<file path="src/rtl/move_sequencer_if.sv">
// -----------------------------------------------------------------------------
// move_sequencer_if
// Groups the signals between the move sequencer, the command receiver and the
// inertial/PID pair.
//   cmd         16  command word: [15:12] opcode, [11:4] heading code, [3:0] squares
//   cmd_rdy      1  command valid, level, held until acknowledged
//   heading_rdy  1  one-cycle strobe, new error/heading sample valid
//   error       12  signed heading error (actual - desired)
//   cntrIR       1  centre IR line sensor, level
//   clr_cmd_rdy  1  one-cycle acknowledge of cmd
//   send_resp    1  one-cycle pulse at move completion / unsupported-opcode ack
//   moving       1  PID enable / integrator-clear control
//   frwrd       10  unsigned forward speed to the PID
//   dsrd_hdng   12  desired heading to the inertial block
// The slave modport is the sequencer view; master is the environment view.
// -----------------------------------------------------------------------------
interface move_sequencer_if;
  logic [15:0] cmd;
  logic        cmd_rdy;
  logic        heading_rdy;
  logic [11:0] error;
  logic        cntrIR;
  logic        clr_cmd_rdy;
  logic        send_resp;
  logic        moving;
  logic [9:0]  frwrd;
  logic [11:0] dsrd_hdng;

  modport slave (
    input  cmd, cmd_rdy, heading_rdy, error, cntrIR,
    output clr_cmd_rdy, send_resp, moving, frwrd, dsrd_hdng
  );

  modport master (
    output cmd, cmd_rdy, heading_rdy, error, cntrIR,
    input  clr_cmd_rdy, send_resp, moving, frwrd, dsrd_hdng
  );
endinterface

</file>
<file path="src/rtl/move_sequencer.sv">
// -----------------------------------------------------------------------------
// move_sequencer
// Command-level motion controller for a single move. A move command sets the
// desired heading, waits for the heading error to settle, ramps the forward
// speed up, counts IR line crossings, then ramps down and reports completion.
// Ports:
//   clk    system clock
//   rst_n  asynchronous active-low reset
//   bus    move_sequencer_if.slave (command, heading, IR and PID-side signals)
// -----------------------------------------------------------------------------
module move_sequencer #(
  parameter logic [9:0]  FRWRD_INC  = 10'h018,
  parameter logic [9:0]  MAX_SPD    = 10'h300,
  parameter logic [11:0] ERR_THRESH = 12'd44
) (
  input  logic            clk,
  input  logic            rst_n,
  move_sequencer_if.slave bus
);

  localparam logic [3:0] OP_MOVE   = 4'h2;
  localparam logic [9:0] FRWRD_DEC = FRWRD_INC << 1;

  typedef enum logic [1:0] {
    IDLE      = 2'd0,
    TURN      = 2'd1,
    RAMP_UP   = 2'd2,
    RAMP_DOWN = 2'd3
  } state_e;

  state_e      state_q, state_d;
  logic [9:0]  frwrd_q, frwrd_d;
  logic [11:0] dsrd_hdng_q, dsrd_hdng_d;
  logic [4:0]  lineCnt_q, lineCnt_d;
  logic [3:0]  squares_q, squares_d;
  logic        cntrIR_ff_q;
  logic        clrCmd, sendResp;

  logic [11:0] errAbs;
  logic        headingSettled;
  logic [10:0] rampSum;
  logic [9:0]  rampUpVal, rampDownVal;
  logic        irRise;

  // Magnitude of the heading error. 12'h800 negates to itself and, read as
  // unsigned, compares as large, so the most negative error never counts as
  // settled.
  always_comb begin
    errAbs         = bus.error[11] ? (~bus.error + 12'd1) : bus.error;
    headingSettled = (errAbs < ERR_THRESH);
  end

  // Speed ramp arithmetic. The up sum carries an extra bit so it saturates at
  // MAX_SPD instead of wrapping; the down step clamps at zero.
  always_comb begin
    rampSum     = {1'b0, frwrd_q} + {1'b0, FRWRD_INC};
    rampUpVal   = (rampSum > {1'b0, MAX_SPD}) ? MAX_SPD : rampSum[9:0];
    rampDownVal = (frwrd_q > FRWRD_DEC) ? (frwrd_q - FRWRD_DEC) : 10'd0;
    irRise      = bus.cntrIR & ~cntrIR_ff_q;
  end

  // State register and datapath registers.
  always_ff @(posedge clk or negedge rst_n) begin
    if (!rst_n) begin
      state_q     <= IDLE;
      frwrd_q     <= 10'd0;
      dsrd_hdng_q <= 12'd0;
      lineCnt_q   <= 5'd0;
      squares_q   <= 4'd0;
      cntrIR_ff_q <= 1'b0;
    end else begin
      state_q     <= state_d;
      frwrd_q     <= frwrd_d;
      dsrd_hdng_q <= dsrd_hdng_d;
      lineCnt_q   <= lineCnt_d;
      squares_q   <= squares_d;
      cntrIR_ff_q <= bus.cntrIR;
    end
  end

  // Next-state and Mealy pulse logic. Commands are only looked at in IDLE, so
  // a command arriving mid-move stays pending until the move finishes. The
  // line-count target is compared every cycle, which lets a zero-square move
  // leave RAMP_UP right away.
  always_comb begin
    state_d     = state_q;
    frwrd_d     = frwrd_q;
    dsrd_hdng_d = dsrd_hdng_q;
    lineCnt_d   = lineCnt_q;
    squares_d   = squares_q;
    clrCmd      = 1'b0;
    sendResp    = 1'b0;
    case (state_q)
      IDLE: begin
        frwrd_d = 10'd0;
        if (bus.cmd_rdy) begin
          clrCmd = 1'b1;
          if (bus.cmd[15:12] == OP_MOVE) begin
            squares_d   = bus.cmd[3:0];
            lineCnt_d   = 5'd0;
            dsrd_hdng_d = (bus.cmd[11:4] == 8'd0) ? 12'h000 : {bus.cmd[11:4], 4'hF};
            state_d     = TURN;
          end else begin
            sendResp = 1'b1;
          end
        end
      end
      TURN: begin
        frwrd_d = 10'd0;
        if (bus.heading_rdy && headingSettled) begin
          state_d = RAMP_UP;
        end
      end
      RAMP_UP: begin
        if (bus.heading_rdy) begin
          frwrd_d = rampUpVal;
        end
        if (irRise) begin
          lineCnt_d = lineCnt_q + 5'd1;
        end
        if (lineCnt_q == {squares_q, 1'b0}) begin
          state_d = RAMP_DOWN;
        end
      end
      RAMP_DOWN: begin
        if (bus.heading_rdy) begin
          frwrd_d = rampDownVal;
        end
        if (frwrd_q == 10'd0) begin
          sendResp = 1'b1;
          state_d  = IDLE;
        end
      end
      default: state_d = IDLE;
    endcase
  end

  assign bus.moving      = (state_q != IDLE);
  assign bus.frwrd       = frwrd_q;
  assign bus.dsrd_hdng   = dsrd_hdng_q;
  assign bus.clr_cmd_rdy = clrCmd;
  assign bus.send_resp   = sendResp;

endmodule

</file>
<file path="src/flat_wrapper.sv">
// flat-port wrapper written by rule: the top's interface ports become plain ports
module move_sequencer_flat 
#(
  parameter logic [9:0]  FRWRD_INC  = 10'h018,
  parameter logic [9:0]  MAX_SPD    = 10'h300,
  parameter logic [11:0] ERR_THRESH = 12'd44
)
  (clk, rst_n, bus_cmd, bus_cmd_rdy, bus_heading_rdy, bus_error, bus_cntrIR, bus_clr_cmd_rdy, bus_send_resp, bus_moving, bus_frwrd, bus_dsrd_hdng);
  move_sequencer_if bus_i ();
  input  logic clk;
  input  logic rst_n;
  input wire logic [$bits(bus_i.cmd)-1:0] bus_cmd;
  input wire logic [$bits(bus_i.cmd_rdy)-1:0] bus_cmd_rdy;
  input wire logic [$bits(bus_i.heading_rdy)-1:0] bus_heading_rdy;
  input wire logic [$bits(bus_i.error)-1:0] bus_error;
  input wire logic [$bits(bus_i.cntrIR)-1:0] bus_cntrIR;
  output wire logic [$bits(bus_i.clr_cmd_rdy)-1:0] bus_clr_cmd_rdy;
  output wire logic [$bits(bus_i.send_resp)-1:0] bus_send_resp;
  output wire logic [$bits(bus_i.moving)-1:0] bus_moving;
  output wire logic [$bits(bus_i.frwrd)-1:0] bus_frwrd;
  output wire logic [$bits(bus_i.dsrd_hdng)-1:0] bus_dsrd_hdng;
  assign bus_i.cmd = bus_cmd;
  assign bus_i.cmd_rdy = bus_cmd_rdy;
  assign bus_i.heading_rdy = bus_heading_rdy;
  assign bus_i.error = bus_error;
  assign bus_i.cntrIR = bus_cntrIR;
  assign bus_clr_cmd_rdy = bus_i.clr_cmd_rdy;
  assign bus_send_resp = bus_i.send_resp;
  assign bus_moving = bus_i.moving;
  assign bus_frwrd = bus_i.frwrd;
  assign bus_dsrd_hdng = bus_i.dsrd_hdng;
  move_sequencer #(.FRWRD_INC(FRWRD_INC), .MAX_SPD(MAX_SPD), .ERR_THRESH(ERR_THRESH)) u_core (.clk(clk), .rst_n(rst_n), .bus(bus_i));
endmodule
</file>
<file path="config.mk">
export PLATFORM = sky130hd
export DESIGN_NAME = move_sequencer_flat
export DESIGN_NICKNAME = d
export VERILOG_FILES = /design/src/rtl/move_sequencer_if.sv /design/src/rtl/move_sequencer.sv /design/src/flat_wrapper.sv
export SDC_FILE = /design/constraint.sdc
export NUM_CORES = 1
export LEC_CHECK = 0
export BUFFER_PORTS_ARGS = -buffer_cell sky130_fd_sc_hd__buf_2
export CELL_PAD_IN_SITES_DETAIL_PLACEMENT = 1
export CELL_PAD_IN_SITES_GLOBAL_PLACEMENT = 2
export CORE_UTILIZATION = 33
export DETAILED_ROUTE_END_ITERATION = 7
export MAX_ROUTING_LAYER = met4
export PLACE_DENSITY_LB_ADDON = 0.1
export SYNTH_ARGS = -nofsm -noshare
export SYNTH_HDL_FRONTEND = slang
export SYNTH_SLANG_ARGS = --single-unit
</file>
<file path="constraint.sdc">
create_clock -name clk -period 3.35 [get_ports clk]
set_input_delay 0.67 -clock clk [delete_from_list [all_inputs] [get_ports clk]]
set_output_delay 0.67 -clock clk [all_outputs]
set_load 0.005 [all_outputs]
</file>
# ---- Word-level counts from Yosys, hierarchy flattened
# Index checks and enable logic that the tools add are counted.
# Widths: inputs -> output; s select.
dict set report classes {
  add_sub_neg 4
  magnitude_cmp 3
  eq_ne 13
  mux 23
  bitwise_logic 3
  n_reduce_logical 11
}
# operator n
set ops {}
lappend ops {{$mux 10} 4}
lappend ops {{$pmux 10 s3} 1}
lappend ops {{$mux 12} 2}
lappend ops {{$mux 5} 3}
lappend ops {{$add 12x1->12 const B} 1}
lappend ops {{$lt 12x6->1 const B} 1}
lappend ops {{$not 12->12} 1}
lappend ops {{$add 10x5->11 const B} 1}
lappend ops {{$gt 11x10->1 const B} 1}
lappend ops {{$gt 10x6->1 const B} 1}
lappend ops {{$logic_not 10->1} 1}
lappend ops {{$mux 2} 5}
lappend ops {{$ne 2x1->1 const B} 5}
lappend ops {{$pmux 5 s2} 1}
lappend ops {{$sub 10x6->10 const B} 1}
lappend ops {{$logic_not 8->1} 1}
lappend ops {{$pmux 2 s4} 1}
lappend ops {{$ne 2x2->1 const B} 3}
lappend ops {{$add 5x1->5 const B} 1}
lappend ops {{$eq 5x5->1} 1}
lappend ops {{$mux 1} 5}
lappend ops {{$reduce_and 5->1} 1}
lappend ops {{$eq 2x2->1 const B} 2}
lappend ops {{$eq 4x2->1 const B} 1}
lappend ops {{11 further kinds} 12}
dict set report totals {
  ff_bits 34
  in_bits 33
  output_inout_bits 25
  wordCells 63
}

# ---- Logic depth before layout (Yosys ltp)
# Gate-level depths: netlist (run 1).
dict set report logic_depth {
  ltp_word 7
  mapped_depth 10
  mapped_depth_nobuf 8
}

# ---- Worst setup path before layout (run 1)
# OpenSTA, ideal clock, no wires.
dict set report synth_path {
  kind {in2reg}
  from {input bus_error[5]}
  to {register u_core.state_q[1]}
  setup_time_ns 0.127
  arrival_time_ns 2.148
  required_time_ns 3.223
  path_slack_ns 1.075
  stages 6
  path_buffers 0
  cell_sequence {nor4_2 a21boi_1 a21bo_2 nand3_1 a2111oi_2 mux2_1}
}
dict set report synth_between {
  elab_chain_cells 7
}
# item line_no
set synth_lines {}
lappend synth_lines {{from (decl)} flat_wrapper.sv:15} ;# input wire logic [$bits(bus_i.error)-1:0] bus_error;
lappend synth_lines {{$not 12->12} move_sequencer.sv:49} ;# errAbs = bus.error[11] ? (~bus.error + 12'd1) : bus.error;
lappend synth_lines {{$add 12x1->12} move_sequencer.sv:49}
lappend synth_lines {{$mux 12 (*)} move_sequencer.sv:49}
lappend synth_lines {{$lt 12x6->1 (*)} move_sequencer.sv:50} ;# headingSettled = (errAbs < ERR_THRESH);
lappend synth_lines {{$logic_and 1x1->1 (*)} move_sequencer.sv:110} ;# if (bus.heading_rdy && headingSettled) begin
lappend synth_lines {{$ne 2x1->1 (no source line) (*)} --}
lappend synth_lines {{$reduce_and 5->1 (no source line) (*)} --}
lappend synth_lines {{to (signal assigned)} move_sequencer.sv:72} ;# state_q <= state_d;
lappend synth_lines {{to (decl)} move_sequencer.sv:31} ;# state_e state_q, state_d;
# Mark *: on every way between the ends. The rest lies on a longest branch, timed or not.
# A chain may end at the register's enable or synchronous reset.

# ---- Worst setup path after layout (run 1)
dict set report layout_path {
  from {register u_core.frwrd_q[6], in the netlist u_core.bus.frwrd[6]}
  to {output bus_send_resp}
}
dict set report layout_between {
  elab_chain_cells 3
}
# item line_no
set layout_lines {}
lappend layout_lines {{from (decl)} move_sequencer.sv:32} ;# logic [9:0] frwrd_q, frwrd_d;
lappend layout_lines {{from (signal assigned)} move_sequencer.sv:73} ;# frwrd_q <= frwrd_d;
lappend layout_lines {{$logic_not 10->1} move_sequencer.sv:129} ;# if (frwrd_q == 10'd0) begin
lappend layout_lines {{$mux 1} move_sequencer.sv:129}
lappend layout_lines {{$pmux 1 s2} move_sequencer.sv:93} ;# case (state_q)
lappend layout_lines {{to (decl)} flat_wrapper.sv:18} ;# output wire logic [$bits(bus_i.send_resp)-1:0] bus_send_resp;
# Every way passes these cells.

==> impl_summary.md, run 1 <==
Global routing
The all-layer global routing usage is 17.7%. The largest net degree at the start of global routing is 29. The first-pass GRT wire length is 8.52 mm.

The via count of the first global-routing pass is 1780. The total congestion overflow after global routing is 0. The initial antenna violation count is 0.

Routing
The total via count in the routed design is 1698. Before antenna repair, the detailed router went through 4 iterations. The via density per instance is 5.13. The DRC violation count after routing is 0. The remaining number of nets flagged by the antenna check after routing is 0. The aggregate routed wire length is 4.85 mm.

Dividing the detail-routed wire length by the instance count gives 14.7 um. The violation count after the first detailed-routing iteration is 62.

Final layout
The number of antenna diodes is 0. Of the cells placed in the final design, the portion with a size suffix greater than 1 is 31.3%. The finished cells cover 2330 um2. The post-route core utilization is 41.5%. For this run, the post-layout net count is 303.

In the layout the commonest cells are sky130_fd_sc_hd__buf_2 (54), sky130_fd_sc_hd__dfrtp_1 (28), sky130_fd_sc_hd__nor2_1 (19). The area added between synthesis and finish is 18.5%. The most common library cell in the layout ignoring fill and taps is sky130_fd_sc_hd__buf_2. The number of filler instances in the final layout is 704.

Placed design
The congestion estimate from routability-driven global placement came to 0.741. Detailed placement ended at an HPWL of 3.81 mm. The placed cell area is 2260 um2. The number of I/O port buffers is 54.

Logic synthesis
The cell area that synthesis handed to floorplanning was 1960 um2. The synthesized design contains 28 register bits. Synthesis produced 213 cells.

The total number of yosys warnings is 0. The count of flip-flops with a built-in enable after synthesis is 0. After synthesis, the share of flip-flops with an asynchronous set or reset is 100%.

The number of distinct library cells after synthesis is 56. The commonest register cell after synthesis is sky130_fd_sc_hd__dfrtp_1. The post-synthesis area per instance is 9.22 um2. The sequential share of the synthesized area is 35.7%.

Run status
The flow ran to the end, and the final reports show no timing, DRC or antenna violations.

Timing
Static timing analysis puts the maximum clock frequency at 381 MHz. The final worst hold slack is 0.407 ns. The slew of the pin with the lowest slew margin is 0.648 ns.

The final cycle utilization of the critical path is 78.4%. The number of pins with negative max-slew slack in the final report is 0. The final hold violation count is 0.

In this run the tightest slew margin relative to its limit is 56.8%. The number of setup violations in the final report is 0. The clock arrives with 0.00179 ns of skew.

The accumulated negative setup slack is 0 ns. Setup repair after global routing left no endpoint under its margin. The worst path in the final design needs a cycle of 2.63 ns, including I/O delays and setup.

Clock network
After clock tree synthesis, the repair step resized 0 gates. After clock tree synthesis, the clock-pin slew on the worst setup and hold paths is 0.10 ns. Buffers inserted during clock tree synthesis total 3.

TritonCTS built the clock tree. The tree is rooted in a sky130_fd_sc_hd__clkbuf_8. The number of clock sinks is 28. In this run the post-CTS setup repair buffer count came out at 0. At the later pin of the worst-skew pair, clock insertion delay measures 0.27 ns.

The deepest clock path buffer count is 2. The H-tree level count is 1. In this run, post-CTS hold repair placed 0 buffers.

Power and ir drop
The power density relative to cell area is 775 nW/um2. The clock network burns 15.0% of the power. Net switching is 40.5% of the power. The net switching power is 730 uW. The total power after layout is 1800 uW. The sequential cell fraction of total power is 33.6%. VDD sags by at most 0.000276 V. Internal power comes to 1070 uW.

The analysis attributes to cell leakage a power of 0.00112 uW. The share of power burned in combinational logic is 51.4%.

Die
The effective utilization at floorplan is 35.0%. The number of standard-cell rows in the floorplan is 27. The y dimension of the die is 79.2 um. The x dimension of the die is 79.2 um. The core box area is 5610 um2.

The die area is 6270 um2. The number of top-level pins is 58.

Setup path
For the worst flop-to-flop path, the logic depth is 8. The worst setup path is of the reg -> out kind. The kind of start point of the critical path is a register. Data on the critical path is required at its endpoint by 2.68 ns. The critical path's top delay family is simple AND/OR/NAND/NOR gates. The cell count along the critical path is 5. The largest incremental delay on the critical path is 0.60 ns. Counting both buffers and inverters, the worst setup path holds a total of 1. The slowest library cell on the worst path is sky130_fd_sc_hd__or4_4.

The type of element capturing the critical path is a primary output. Along the worst path, the maximum fanout reaches 12. Data arrives at the worst endpoint at 1.96 ns.

Traced cell by cell, the critical path runs through or4_4 > nor3b_2 > a21oi_1 > nor2_1 > buf_2.

Min path
The class of the tightest hold or removal check is in -> async.

Run
The tool flagged a number of max-cap violations equal to 0.
## state kept, by name (all words and copies together), names as in the netlist
signal	cells
u_core.bus.dsrd_hdng	9
u_core.bus.frwrd	7
u_core.lineCnt_q	5
u_core.squares_q	4
u_core.state_q	2
u_core.cntrIR_ff_q	1
## path summary, 6_finish.rpt
check                                        startpoint                 endpoint  slack (ns)
worst max-delay path                u_core.bus.frwrd[6]            bus_send_resp        0.72
worst min-delay path                              rst_n  u_core.bus.dsrd_hdng[6]        0.41
worst max register to register      u_core.bus.frwrd[4]      u_core.bus.frwrd[5]        0.90
worst min register to register  u_core.bus.dsrd_hdng[5]  u_core.bus.dsrd_hdng[5]        0.51
max in group asynchronous                         rst_n  u_core.bus.dsrd_hdng[8]        2.53
min in group clk                u_core.bus.dsrd_hdng[5]  u_core.bus.dsrd_hdng[5]        0.51
## layout make-up
class | instances | area [um2] | share of cell area (%)
multi-input cells | 157 | 1120 | 48.3
repair buffers | 57 | 293 | 12.6
clock buffers | 3 | 41.3 | 1.77
flip-flops and latches | 28 | 701 | 30.1
inverters | 13 | 48.8 | 2.10
well taps | 72 | 90.1 | 3.87
clock inverters | 1 | 30.0 | 1.29
## power groups by stage
stage / Combinational, uW / Sequential (uW) / Clock, uW
6_report: 928 / 605 / 271
5_1_grt: 1050 / 631 / 295
4_1_cts: 946 / 605 / 283
3_5_place_dp: 942 / 611 / 0
3_3_place_gp: 946 / 608 / 0
2_1_floorplan: 694 / 565 / 0
## synth_stat cells, types with 2 or more instances
master,count,area [um2]
sky130_fd_sc_hd__o311ai_0,3,26.3
sky130_fd_sc_hd__o22ai_1,3,18.8
sky130_fd_sc_hd__clkbuf_1,7,26.3
sky130_fd_sc_hd__inv_1,13,48.8
sky130_fd_sc_hd__mux2_2,12,135
sky130_fd_sc_hd__xor2_1,6,52.6
sky130_fd_sc_hd__buf_2,3,15.0
sky130_fd_sc_hd__nand2_1,10,37.5
sky130_fd_sc_hd__nand3_1,7,35.0
sky130_fd_sc_hd__nor4_1,3,18.8
sky130_fd_sc_hd__and2_1,2,12.5
sky130_fd_sc_hd__nand4_1,6,37.5
sky130_fd_sc_hd__buf_4,6,45.0
sky130_fd_sc_hd__nor2b_1,2,12.5
sky130_fd_sc_hd__mux2i_1,2,20.0
sky130_fd_sc_hd__nor2_1,19,71.3
sky130_fd_sc_hd__o211a_1,2,20.0
sky130_fd_sc_hd__a21oi_1,13,65.1
sky130_fd_sc_hd__o21ai_0,10,50.1
sky130_fd_sc_hd__ha_1,10,125
sky130_fd_sc_hd__a21o_1,3,22.5
sky130_fd_sc_hd__dfrtp_1,28,701
sky130_fd_sc_hd__nor3_1,5,25.0
sky130_fd_sc_hd__xnor2_1,6,52.6
## cells by family after synthesis
kind of cell | share of synthesized area [%]
adders and majority gates | 6.37
xor gates and xnor gates | 5.35
and+or+nand+nor | 19.0
muxes | 8.47
DFF | 35.7
buffers and inverters | 7.45
AOI/OAI and AO/OA | 17.5
other | 0.191
## metal layers
metal  vias to the layer above  part of all wire [%]  GRT usage (%)
li1                        845                     -              -
met1                       828                    48           22.8
met2                        23                    49           29.2
met3                         2                   2.7           2.18
met4                         0                  0.60           4.73
met5                         -                     0              -
## through the flow
| step | cells | worst slack [ns] |
|---|---|---|
| 4_1_cts | 331 | 0.695 |
| 3_3_place_gp | 327 | 0.867 |
| 3_5_place_dp | 327 | 0.793 |
| 5_1_grt | 331 | 0.604 |
| 6_report | 331 | 0.725 |
| 2_1_floorplan | 215 | 1.07 |
(Power assumes the default switching activity.)
==> run 2: changes to the inputs <==
--- a/config.mk
+++ b/config.mk
@@ -8,7 +8,7 @@
 export BUFFER_PORTS_ARGS = -buffer_cell sky130_fd_sc_hd__buf_2
 export CELL_PAD_IN_SITES_DETAIL_PLACEMENT = 1
 export CELL_PAD_IN_SITES_GLOBAL_PLACEMENT = 2
-export CORE_UTILIZATION = 33
+export CORE_UTILIZATION = 27
 export DETAILED_ROUTE_END_ITERATION = 7
 export MAX_ROUTING_LAYER = met4
 export PLACE_DENSITY_LB_ADDON = 0.1
==> constraint.sdc (replaced) <==
create_clock -name clk -period 2.3 [get_ports clk]
set_input_delay 0.46 -clock clk [delete_from_list [all_inputs] [get_ports clk]]
set_output_delay 0.46 -clock clk [all_outputs]
set_load 0.005 [all_outputs]
==> run 2 against run 1 <==
  * Register-to-register slack got worse by 0.78 ns
  * Sequential power grew 39%
  * Non-clock buffer count up 19
  * Clock-buffer cell count did not move
  * Worst hold slack lost 0.20 ns
  * Critical endpoint unchanged
  * Highest routed layer unchanged
  * Clock power is 48% higher
  * First-iteration DRC count increased by 27%
  * Clock skew rose by 0.0032 ns
  * Critical path depth is the same
==> impl_summary.md, run 2 (synthesis results as in run 1) <==
Global routing
The via count of the first global-routing pass is 1865 (was 1780). The initial antenna violation count is 0 (unchanged). The first-pass GRT wire length is 9.07 mm (was 8.52 mm). The total congestion overflow after global routing is 0 (unchanged).

The all-layer global routing usage was 15.5% (was 17.7%). The largest net degree at the start of global routing came to 29 (unchanged).

Final layout
The post-route core utilization is 36.5% (was 41.5%). The most common library cell in the layout ignoring fill and taps is sky130_fd_sc_hd__buf_2 (unchanged). The final layout net count is 322 (was 303).

The area added between synthesis and finish is 28.4% (was 18.5%). The number of antenna diodes is 0 (unchanged). The number of filler instances in the final layout came to 860 (was 704). Most frequent cells in the layout: sky130_fd_sc_hd__buf_2 (54), sky130_fd_sc_hd__dfrtp_1 (27), sky130_fd_sc_hd__buf_4 (22) (was sky130_fd_sc_hd__buf_2 (54), sky130_fd_sc_hd__dfrtp_1 (28), sky130_fd_sc_hd__nor2_1 (19)). The number of flip-flops under the largest register name is 9 (unchanged). The share of final-layout standard cells stronger than drive strength 1 came to 37.8% (was 31.3%).

Timing
The slew of the pin with the lowest slew margin is 0.681 ns (was 0.648 ns). The final worst hold slack came to 0.209 ns (was 0.407 ns). RSZ-0062 raised after global routing: true (was false). The final hold violation count was 0 (unchanged). The final cycle utilization of the critical path is 96.8%.

The worst slew margin relative to its limit was 54.6% (was 56.8%). The final clock skew was 0.00500 ns (was 0.00179 ns). The number of setup violations in the final report is 0 (unchanged). The time the final worst path needs with I/O delays and setup is 2.23 ns. The number of pins with negative max-slew slack in the final report was 0 (unchanged). For this run, the top clock speed supported by timing is 449 MHz.

Clock network
The clock network latency to the later pin of the worst-skew pair came to 0.28 ns (was 0.27 ns). The number of clock sinks is 28 (unchanged). The H-tree level count is 1 (unchanged).

The cell at the root of the clock tree is sky130_fd_sc_hd__clkbuf_8 (unchanged). The deepest clock path buffer count is 2 (unchanged). The number of buffers inserted during clock tree synthesis came to 3 (unchanged). The register clock-pin slew on the reported worst setup and hold paths was 0.11 ns (was 0.10 ns). The clock tree from TritonCTS is yes (unchanged). The count of buffers added by post-CTS timing repair for setup came to 0 (unchanged).

Setup path
The start of the worst register-to-register path is u_core.bus.frwrd[7] (was u_core.bus.frwrd[4]). The logic depth of the worst register-to-register path is 5 (was 8). The data required time at the worst endpoint was 1.84 ns (was 2.68 ns). The flop-to-flop setup slack came to 0.12 ns (was 0.90 ns).

The capture instance of the worst register-to-register path is u_core.state_q[1] (was u_core.bus.frwrd[5]). The worst endpoint data arrival time is 1.77 ns (was 1.96 ns). The kind of start point of the critical path is a register (unchanged).

The type of element capturing the critical path is a primary output (unchanged). The highest net fanout along the worst path is 2 (was 12). The kind of critical path is reg -> out (unchanged).

Routing
The remaining number of nets flagged by the antenna check after routing came to 0 (unchanged). The total via count in the routed design is 1799 (was 1698). The aggregate routed wire length is 5.47 mm (was 4.85 mm). The DRC violation count after routing came to 0 (unchanged).

The number of iterations in the first detailed-routing pass came to 4 (unchanged). The via density per instance is 4.81 (was 5.13). The violation count after the first detailed-routing iteration came to 79 (was 62).

The routed wire length per instance was 14.6 um (was 14.7 um).

Power and ir drop
The power density relative to cell area is 1120 nW/um2 (was 775 nW/um2). The worst-case vdd ir drop came to 0.000365 V (was 0.000276 V). The static power due to leakage is 0.00122 uW (was 0.00112 uW).

Die
The core box area is 6910 um2 (was 5610 um2). The number of top-level pins was 58 (unchanged). The effective utilization at floorplan is 28.4% (was 35.0%). The die area is 7620 um2 (was 6270 um2). The x dimension of the die came to 87.3 um (was 79.2 um). The y dimension of the die is 87.3 um (was 79.2 um).

The number of standard-cell rows in the floorplan is 30 (was 27).

Placed design
The half-perimeter wire length of the detailed placement result is 4.26 mm (was 3.81 mm). The routability congestion estimate from global placement is 0.725 (was 0.741). The number of I/O port buffers was 54 (unchanged).

Run status
Status: complete, no violations (unchanged).

Run
The number of maximum-capacitance violations was 0 (unchanged).

Min path
The class of the tightest hold or removal check is in -> async (unchanged).
==> run 2: final cells by class <==
class	count	area (um2)	share of cell area [%]
clock inverters	1	30.0	1.19
inverters	13	48.8	1.93
clock buffers	3	41.3	1.64
multi-input cells	157	1140	45.4
well taps	96	120	4.76
repair buffers	76	435	17.3
flip-flops and latches	28	702	27.8
==> run 2: through the flow <==
stage               setup TNS (ns)  total power [uW]  cells  worst slack [ns]  area (um2)
global route               -0.0419              3080    374           -0.0285        2520
detailed placement               0              2420    370            0.0176        2430
finish                           0              2830    374            0.0744        2520
CTS                              0              2830    374            0.0131        2500
floorplan                        0              1830    215             0.118        1970
global placement                 0              2420    370            0.0252        2430
==> run 2: power by group <==
group / switching, uW / internal [uW] / leakage, uW
registers: 159 / 679 / 0.000367
logic: 816 / 776 / 0.000817
clock network: 168 / 233 / 0.0000357
==> run 2: worst max-delay path by stage <==
stage                        start  cells past startpoint                 to  slack (ns)
3_5_place_dp          bus_error[5]                      7  u_core.state_q[1]        0.02
2_1_floorplan  u_core.bus.frwrd[8]                      6  u_core.state_q[1]        0.12
6_report       u_core.bus.frwrd[7]                      5      bus_send_resp        0.07
4_1_cts        u_core.bus.frwrd[6]                      5      bus_send_resp        0.01
3_3_place_gp          bus_error[5]                      7  u_core.state_q[1]        0.03
5_1_grt        u_core.bus.frwrd[6]                      5      bus_send_resp       -0.03
==> run 2: routing by layer <==
metal,GRT usage [%],wire length (um),vias to the layer above
met5,-,0,-
met4,1.34,14,0
met3,2.18,231,2
met2,26.3,2540,41
met1,20.5,2690,866
li1,-,-,890
==> run 2: worst max-delay path: stages, from the launching register on <==
cell                      delay, ns
sky130_fd_sc_hd__dfrtp_1       0.42
sky130_fd_sc_hd__or4_4         0.54
sky130_fd_sc_hd__nor3b_4       0.24
sky130_fd_sc_hd__a21oi_2       0.08
sky130_fd_sc_hd__nor2_1        0.09
sky130_fd_sc_hd__buf_2         0.12
==> run 2: timing repair <==
action                     4_1_cts  5_1_grt
hold buffers                     0        0
gates resized for setup          0        7
setup endpoints to repair        0        5
